[src/rtl/data_mem_arbiter.sv]
// rtl/data_mem_arbiter.sv - two-port arbiter in front of a single-port data memory
//
// Purpose:
//   Serialises accesses from two requesters onto one data memory port.
//   Every transaction takes IDLE -> ACCESS -> RESP (3 cycles).
//   Out-of-range addresses are rejected without strobing the memory.
//
// Ports:
//   clk, rst                   clock, asynchronous active-high reset
//   reqN, weN, modeN           request, write enable (1 = write), mode (0 = word, 1 = byte)
//   addrN, wdataN              byte address and write data of requester N
//   ackN, errN                 one-cycle completion pulse and out-of-range flag
//   rdataN                     read data, held until that port's next completed read
//   mem_rd, mem_wn             memory read / write strobes (ACCESS only)
//   mem_address, mem_mode      latched address and mode driven to the memory
//   mem_write_data             latched write data driven to the memory
//   mem_read_data              memory read data (word: {byte[a], byte[a+1]})
//   busy                       high whenever the FSM is not IDLE
//
// Configuration:
//   DMEM_ARB_RR_EN             when defined, contention is resolved round-robin;
//                              otherwise port 0 always wins contention.

module data_mem_arbiter #(
    parameter int MEM_BYTES = 2048
) (
    input  logic        clk,
    input  logic        rst,
    input  logic        req0,
    input  logic        we0,
    input  logic        mode0,
    input  logic [15:0] addr0,
    input  logic [15:0] wdata0,
    input  logic        req1,
    input  logic        we1,
    input  logic        mode1,
    input  logic [15:0] addr1,
    input  logic [15:0] wdata1,
    output logic        ack0,
    output logic        err0,
    output logic [15:0] rdata0,
    output logic        ack1,
    output logic        err1,
    output logic [15:0] rdata1,
    output logic        mem_rd,
    output logic        mem_wn,
    output logic [15:0] mem_address,
    output logic        mem_mode,
    output logic [15:0] mem_write_data,
    input  logic [15:0] mem_read_data,
    output logic        busy
);

    typedef enum logic [1:0] {
        IDLE   = 2'd0,
        ACCESS = 2'd1,
        RESP   = 2'd2
    } state_t;

    // A word touches addr and addr+1, so its last legal start is one byte lower.
    localparam logic [31:0] BYTE_LIMIT = MEM_BYTES;
    localparam logic [31:0] WORD_LIMIT = MEM_BYTES - 1;

    state_t      state;
    state_t      state_nxt;

    logic        grant_valid;
    logic        grant_sel;
    logic        sel_we;
    logic        sel_mode;
    logic [15:0] sel_addr;
    logic [15:0] sel_wdata;
    logic        sel_err;

    logic        cmd_we;
    logic        cmd_mode;
    logic [15:0] cmd_addr;
    logic [15:0] cmd_wdata;
    logic        cmd_gnt;
    logic        cmd_err;

    logic        rd_done;
    logic [15:0] rd_value;

`ifdef DMEM_ARB_RR_EN
    // Port granted most recently; reset to 1 so port 0 wins the first contention.
    logic        last_gnt;
`endif

    // Arbitration: choose which requester is latched when leaving IDLE.
    always_comb begin
        grant_valid = req0 | req1;
        grant_sel   = 1'b0;
`ifdef DMEM_ARB_RR_EN
        if (req0 && req1) begin
            grant_sel = ~last_gnt;
        end else begin
            grant_sel = req1;
        end
`else
        grant_sel = ~req0;
`endif
    end

    always_comb begin
        sel_we    = grant_sel ? we1    : we0;
        sel_mode  = grant_sel ? mode1  : mode0;
        sel_addr  = grant_sel ? addr1  : addr0;
        sel_wdata = grant_sel ? wdata1 : wdata0;
        if (sel_mode) begin
            sel_err = ({16'd0, sel_addr} >= BYTE_LIMIT);
        end else begin
            sel_err = ({16'd0, sel_addr} >= WORD_LIMIT);
        end
    end

    // State register.
    always_ff @(posedge clk or posedge rst) begin
        if (rst) begin
            state <= IDLE;
        end else begin
            state <= state_nxt;
        end
    end

    // Next state and all FSM-decoded outputs.
    always_comb begin
        state_nxt = state;
        mem_rd    = 1'b0;
        mem_wn    = 1'b0;
        ack0      = 1'b0;
        ack1      = 1'b0;
        err0      = 1'b0;
        err1      = 1'b0;
        busy      = 1'b1;
        case (state)
            IDLE: begin
                busy = 1'b0;
                if (grant_valid) begin
                    state_nxt = ACCESS;
                end
            end
            ACCESS: begin
                // An erroring command never reaches the memory.
                mem_rd    = ~cmd_we & ~cmd_err;
                mem_wn    =  cmd_we & ~cmd_err;
                state_nxt = RESP;
            end
            RESP: begin
                ack0      = ~cmd_gnt;
                ack1      =  cmd_gnt;
                err0      = ~cmd_gnt & cmd_err;
                err1      =  cmd_gnt & cmd_err;
                state_nxt = IDLE;
            end
            default: begin
                busy      = 1'b0;
                state_nxt = IDLE;
            end
        endcase
    end

    // Command latch: captured once per grant and held through ACCESS and RESP.
    always_ff @(posedge clk or posedge rst) begin
        if (rst) begin
            cmd_we    <= 1'b0;
            cmd_mode  <= 1'b0;
            cmd_addr  <= 16'h0000;
            cmd_wdata <= 16'h0000;
            cmd_gnt   <= 1'b0;
            cmd_err   <= 1'b0;
        end else if (state == IDLE && grant_valid) begin
            cmd_we    <= sel_we;
            cmd_mode  <= sel_mode;
            cmd_addr  <= sel_addr;
            cmd_wdata <= sel_wdata;
            cmd_gnt   <= grant_sel;
            cmd_err   <= sel_err;
        end
    end

`ifdef DMEM_ARB_RR_EN
    always_ff @(posedge clk or posedge rst) begin
        if (rst) begin
            last_gnt <= 1'b1;
        end else if (state == IDLE && grant_valid) begin
            last_gnt <= grant_sel;
        end
    end
`endif

    assign mem_address    = cmd_addr;
    assign mem_mode       = cmd_mode;
    assign mem_write_data = cmd_wdata;

    // Byte reads return the addressed byte, which the memory places in the high half.
    assign rd_done  = (state == ACCESS) && !cmd_we && !cmd_err;
    assign rd_value = cmd_mode ? {8'h00, mem_read_data[15:8]} : mem_read_data;

    always_ff @(posedge clk or posedge rst) begin
        if (rst) begin
            rdata0 <= 16'h0000;
            rdata1 <= 16'h0000;
        end else if (rd_done) begin
            if (cmd_gnt) begin
                rdata1 <= rd_value;
            end else begin
                rdata0 <= rd_value;
            end
        end
    end

endmodule
[config.mk]
export PLATFORM = sky130hd
export DESIGN_NAME = data_mem_arbiter
export DESIGN_NICKNAME = d
export VERILOG_FILES = /design/src/rtl/data_mem_arbiter.sv
export SDC_FILE = /design/constraint.sdc
export NUM_CORES = 1
export LEC_CHECK = 0
export ABC_AREA = 0
export CAP_MARGIN = 20
export CELL_PAD_IN_SITES_DETAIL_PLACEMENT = 0
export CELL_PAD_IN_SITES_GLOBAL_PLACEMENT = 2
export CORE_ASPECT_RATIO = 0.9
export CORE_MARGIN = 4
export CORE_UTILIZATION = 21
export DETAILED_ROUTE_END_ITERATION = 8
export PLACE_DENSITY = 0.82
export SYNTH_ARGS = -nofsm -noshare
export SYNTH_HDL_FRONTEND = slang
export SYNTH_SLANG_ARGS = --single-unit
[constraint.sdc]
create_clock -name clk -period 2.15 [get_ports clk]
set_clock_uncertainty 0.2 [all_clocks]
set_input_delay 0.215 -clock clk [delete_from_list [all_inputs] [get_ports clk]]
set_output_delay 0.215 -clock clk [all_outputs]
set_load 0.02 [all_outputs]
==> metrics.txt <==
# TYPE chip_impl_metric gauge
chip_impl_info{name="status",value="completed"} 1
chip_impl_metric{name="clock_sink_count",unit=""} 70
chip_impl_metric{name="grt_start_max_net_pins",unit=""} 71
chip_impl_metric{name="grtUsageTotal",unit=""} 0.111
chip_impl_metric{name="die_area",unit="mm2"} 0.0172
chip_impl_metric{name="crit_path_max_fanout",unit=""} 3
chip_impl_metric{name="chipWidth",unit="um"} 138
chip_impl_metric{name="worst_slew_margin_rel",unit=""} 0.719
chip_impl_metric{name="buffer_ports.inserted",unit=""} 159
chip_impl_metric{name="grt_antenna_before_repair",unit=""} 0
chip_impl_metric{name="cp_data_arrival_time",unit="ps"} 1590
chip_impl_metric{name="post_synth.cell_area_avg",unit="um2"} 10.1
chip_impl_info{name="post-synth-top-area-cell",value="sky130_fd_sc_hd__dfrtp_1"} 1
chip_impl_metric{name="fp-row-count",unit=""} 42
chip_impl_metric{name="wire_length_of_the_first_global_routing_pass",unit="um"} 14900
chip_impl_metric{name="drive_gt1_frac",unit=""} 0.0624
chip_impl_metric{name="synthToLayoutAreaGrowth",unit="%"} 69.1
chip_impl_metric{name="number_of_buffers_inserted_during_clock_tree_synthesis",unit=""} 9
chip_impl_metric{name="core",unit="mm2"} 0.0148
chip_impl_metric{name="fmax",unit="GHz"} 0.498
chip_impl_metric{name="yosysSeqAreaShare",unit=""} 0.551
chip_impl_metric{name="power-per-cell-area",unit="mW/mm2"} 1410
chip_impl_info{name="worst_path_max_delay_cell",value="sky130_fd_sc_hd__dfrtp_1"} 1
chip_impl_metric{name="avgRoutedWirePerCell",unit="um"} 13.8
chip_impl_metric{name="grt_pass1_vias",unit=""} 2856
chip_impl_metric{name="routed-via-count",unit=""} 2791
chip_impl_metric{name="share_of_the_synthesized_area_in_the_top_cell_type",unit=""} 0.551
chip_impl_metric{name="place.detailed.hpwl",unit="um"} 7140
chip_impl_metric{name="layout_min_cycle_time",unit="ps"} 2010
chip_impl_metric{name="worst_skew_pair.late_latency",unit="ps"} 330
chip_impl_metric{name="multi_input_comb_area",unit="mm2"} 0.00133
chip_impl_metric{name="irDropWorstVdd",unit="mV"} 0.531
chip_impl_metric{name="finalNetCount",unit=""} 568
chip_impl_metric{name="syn_nets",unit=""} 408
chip_impl_metric{name="num_antenna_cells",unit=""} 0
chip_impl_metric{name="finalWirelength",unit="um"} 9350
chip_impl_metric{name="ys_seq_elements",unit=""} 70
chip_impl_metric{name="power.leakage",unit="uW"} 0.00236
chip_impl_metric{name="drv_slew",unit=""} 0
chip_impl_metric{name="drt-vias-per-instance",unit=""} 4.11
chip_impl_info{name="clock_tree.root_cell",value="sky130_fd_sc_hd__clkbuf_16"} 1
chip_impl_metric{name="worst_pin_slew",unit="ps"} 420
chip_impl_metric{name="final.period_utilization",unit=""} 0.934
chip_impl_metric{name="ctsLongestPathBuffers",unit=""} 2
chip_impl_metric{name="sequential_cell_area",unit="mm2"} 0.00175
chip_impl_info{name="synth_top_cells_by_area",value="sky130_fd_sc_hd__dfrtp_1 (55%), sky130_fd_sc_hd__mux2i_1 (13%), sky130_fd_sc_hd__o21ai_0 (11%)"} 1
chip_impl_metric{name="cap_violations",unit=""} 0
chip_impl_metric{name="yosys_warnings",unit=""} 0
chip_impl_metric{name="final_hold_viol_count",unit=""} 0
chip_impl_info{name="path_cells",value="inv_1, ha_1, nor2b_1, and2_1, clkdlybuf4s15_1"} 1
chip_impl_metric{name="worst-path-buf-inv",unit=""} 2
chip_impl_metric{name="fillerInstances",unit=""} 1463
chip_impl_metric{name="cp_data_required_time",unit="ps"} 1740
chip_impl_metric{name="crit_path_max_incr_delay",unit="ps"} 410
chip_impl_metric{name="routabilityCongestion",unit=""} 0.740
chip_impl_metric{name="placed_area",unit="mm2"} 0.00504
chip_impl_info{name="min_path_type",value="in -> async"} 1
chip_impl_metric{name="remaining_drc_errors",unit=""} 0
chip_impl_info{name="clock_tree_from_tritoncts",value="done"} 1
chip_impl_metric{name="ios",unit=""} 160
chip_impl_metric{name="r2r_setup_slack",unit="ps"} 420
chip_impl_metric{name="clk_pin_slew",unit="ps"} 60
chip_impl_metric{name="ant_nets",unit=""} 0
chip_impl_metric{name="h-tree-depth",unit=""} 3
chip_impl_metric{name="design_area",unit="mm2"} 0.00537
chip_impl_info{name="timing.critical_path.to_type",value="output port"} 1
chip_impl_metric{name="floorplan.initialDensity",unit=""} 0.215
chip_impl_metric{name="drt-pass1-iter-count",unit=""} 4
chip_impl_info{name="cp_top_family",value="flip-flops"} 1
chip_impl_info{name="setup_repair_after_global_routing_missed_its_margin",value="no"} 1
chip_impl_metric{name="grt_remaining_overflow",unit=""} 0
chip_impl_metric{name="hold_buffers",unit=""} 0
chip_impl_metric{name="setup-tns-final",unit="ps"} 0
chip_impl_metric{name="synth_unique_cells",unit=""} 30
chip_impl_metric{name="dieHeight",unit="um"} 125
chip_impl_info{name="cp-start-kind",value="register"} 1
chip_impl_metric{name="syn-instance-count",unit=""} 316
chip_impl_metric{name="setup_violations",unit=""} 0
chip_impl_metric{name="dr.first_iter.drc_count",unit=""} 103
chip_impl_metric{name="syn-cell-area",unit="mm2"} 0.00318
chip_impl_info{name="critPathKind",value="reg -> out"} 1
==> repair_timing <==
action,in CTS,in global routing
buffers inserted,0,0
gates resized for setup,6,3
endpoints found under the setup margin,6,3
==> placed cells by master (no fill, tap or decap), types with 2 or more instances in the layout <==
cell type                           n
sky130_fd_sc_hd__mux2i_1           42
sky130_fd_sc_hd__nand3_1            3
sky130_fd_sc_hd__dlygate4sd2_1      4
sky130_fd_sc_hd__and2_1             2
sky130_fd_sc_hd__nor3b_1            2
sky130_fd_sc_hd__nor2_1             4
sky130_fd_sc_hd__nand2b_1           9
sky130_fd_sc_hd__clkbuf_16          9
sky130_fd_sc_hd__inv_1              2
sky130_fd_sc_hd__ha_1               4
sky130_fd_sc_hd__dfrtp_1           70
sky130_fd_sc_hd__buf_12             3
sky130_fd_sc_hd__buf_4              7
sky130_fd_sc_hd__bufinv_16          2
sky130_fd_sc_hd__clkdlybuf4s15_1    2
sky130_fd_sc_hd__inv_6              2
sky130_fd_sc_hd__o21ai_0           68
sky130_fd_sc_hd__nor3_1             2
sky130_fd_sc_hd__nand2_1           72
sky130_fd_sc_hd__clkinvlp_4         2
sky130_fd_sc_hd__clkdlybuf4s50_1  151
==> final timing paths <==
| kind | startpoint | end | depth (start not counted) |
|---|---|---|---|
| max | state[0]$_DFFE_PP0P_ | err0 | 5 |
| min | rst | state[1]$_DFFE_PP0P_ | 3 |
| max reg2reg | state[1]$_DFFE_PP0P_ | rdata0[9]$_DFFE_PP0P_ | 7 |
| min reg2reg | mem_address[1]$_DFFE_PP0P_ | mem_address[1]$_DFFE_PP0P_ | 2 |
| max in group asynchronous | rst | mem_address[0]$_DFFE_PP0P_ | 3 |
| min in group clk | req0 | mem_address[1]$_DFFE_PP0P_ | 3 |
==> registers in the layout, summed over array words and instances (netlist names) <==
register	count
cmd_err	1
cmd_gnt	1
cmd_we	1
mem_address	16
mem_mode	1
mem_write_data	16
rdata0	16
rdata1	16
state	2
==> worst min-delay path, delay by kind of cell <==
family | cells | cell delay [ps]
buffers and inverters | 3 | 840
==> layer usage <==
layer  vias up  track usage  wire, um
li1       1405            -         -
met1      1268        0.146      4300
met2       111        0.166      4050
met3         7       0.0464       905
met4         0       0.0335       106
met5         -            0         0
==> cells by family after synthesis <==
kind of cell             share of synthesized area
AO/OA/AOI/OAI                                0.121
adder cells (fa/ha/maj)                     0.0158
buffers and inverters                       0.0319
flip-flops                                   0.551
multiplexers                                 0.132
AND/OR/NAND/NOR                              0.148
==> where the power goes <==
group	internal, uW	switching (uW)
combinational	1700	1920
sequential	1970	370
clock	1050	583
==> through the flow <==
stage                     setup WS [ps]   util  total power [uW]  hold slack (ps)  instances
after floorplan                     300      -              4140              181        316
after global placement              199  0.342              6030              260        663
after detailed placement            170  0.342              6090              269        663
after CTS                         0.400  0.363              7750              158        679
after global routing               1.56  0.364              8150              200        679
final                               142  0.364              7600              136        679
==> layout make-up <==
class / count / share of cell area
sequential: 70 / 0.326
timing repair buffer: 169 / 0.316
multi-input combinational: 223 / 0.248
tap: 198 / 0.0461
clock buffer: 10 / 0.0445
clock inverter: 6 / 0.0168
inverter: 3 / 0.00280
==> cells in the mapped netlist <==
cell,count
sky130_fd_sc_hd__nand2_1,72
sky130_fd_sc_hd__clkbuf_1,10
sky130_fd_sc_hd__nor3b_1,2
sky130_fd_sc_hd__and3_1,1
sky130_fd_sc_hd__buf_2,9
sky130_fd_sc_hd__nand4_1,1
sky130_fd_sc_hd__or4_1,1
sky130_fd_sc_hd__mux2i_1,42
sky130_fd_sc_hd__a21oi_1,1
sky130_fd_sc_hd__inv_1,3
sky130_fd_sc_hd__o22ai_1,1
sky130_fd_sc_hd__dfrtp_1,70
sky130_fd_sc_hd__nand4b_1,1
sky130_fd_sc_hd__o21ai_0,68
sky130_fd_sc_hd__nor2b_1,1
sky130_fd_sc_hd__and4_1,1
sky130_fd_sc_hd__nand2b_1,9
sky130_fd_sc_hd__ha_1,4
sky130_fd_sc_hd__nand3_1,3
sky130_fd_sc_hd__o21ai_2,1
sky130_fd_sc_hd__or4b_1,1
sky130_fd_sc_hd__o31ai_1,1
sky130_fd_sc_hd__and3b_1,1
sky130_fd_sc_hd__a21boi_0,1
sky130_fd_sc_hd__nor3b_2,1
sky130_fd_sc_hd__and2_1,2
sky130_fd_sc_hd__o31a_1,1
sky130_fd_sc_hd__nor3_1,2
sky130_fd_sc_hd__nor2_1,4
sky130_fd_sc_hd__buf_4,1
Power figures use the tool's default switching activity.
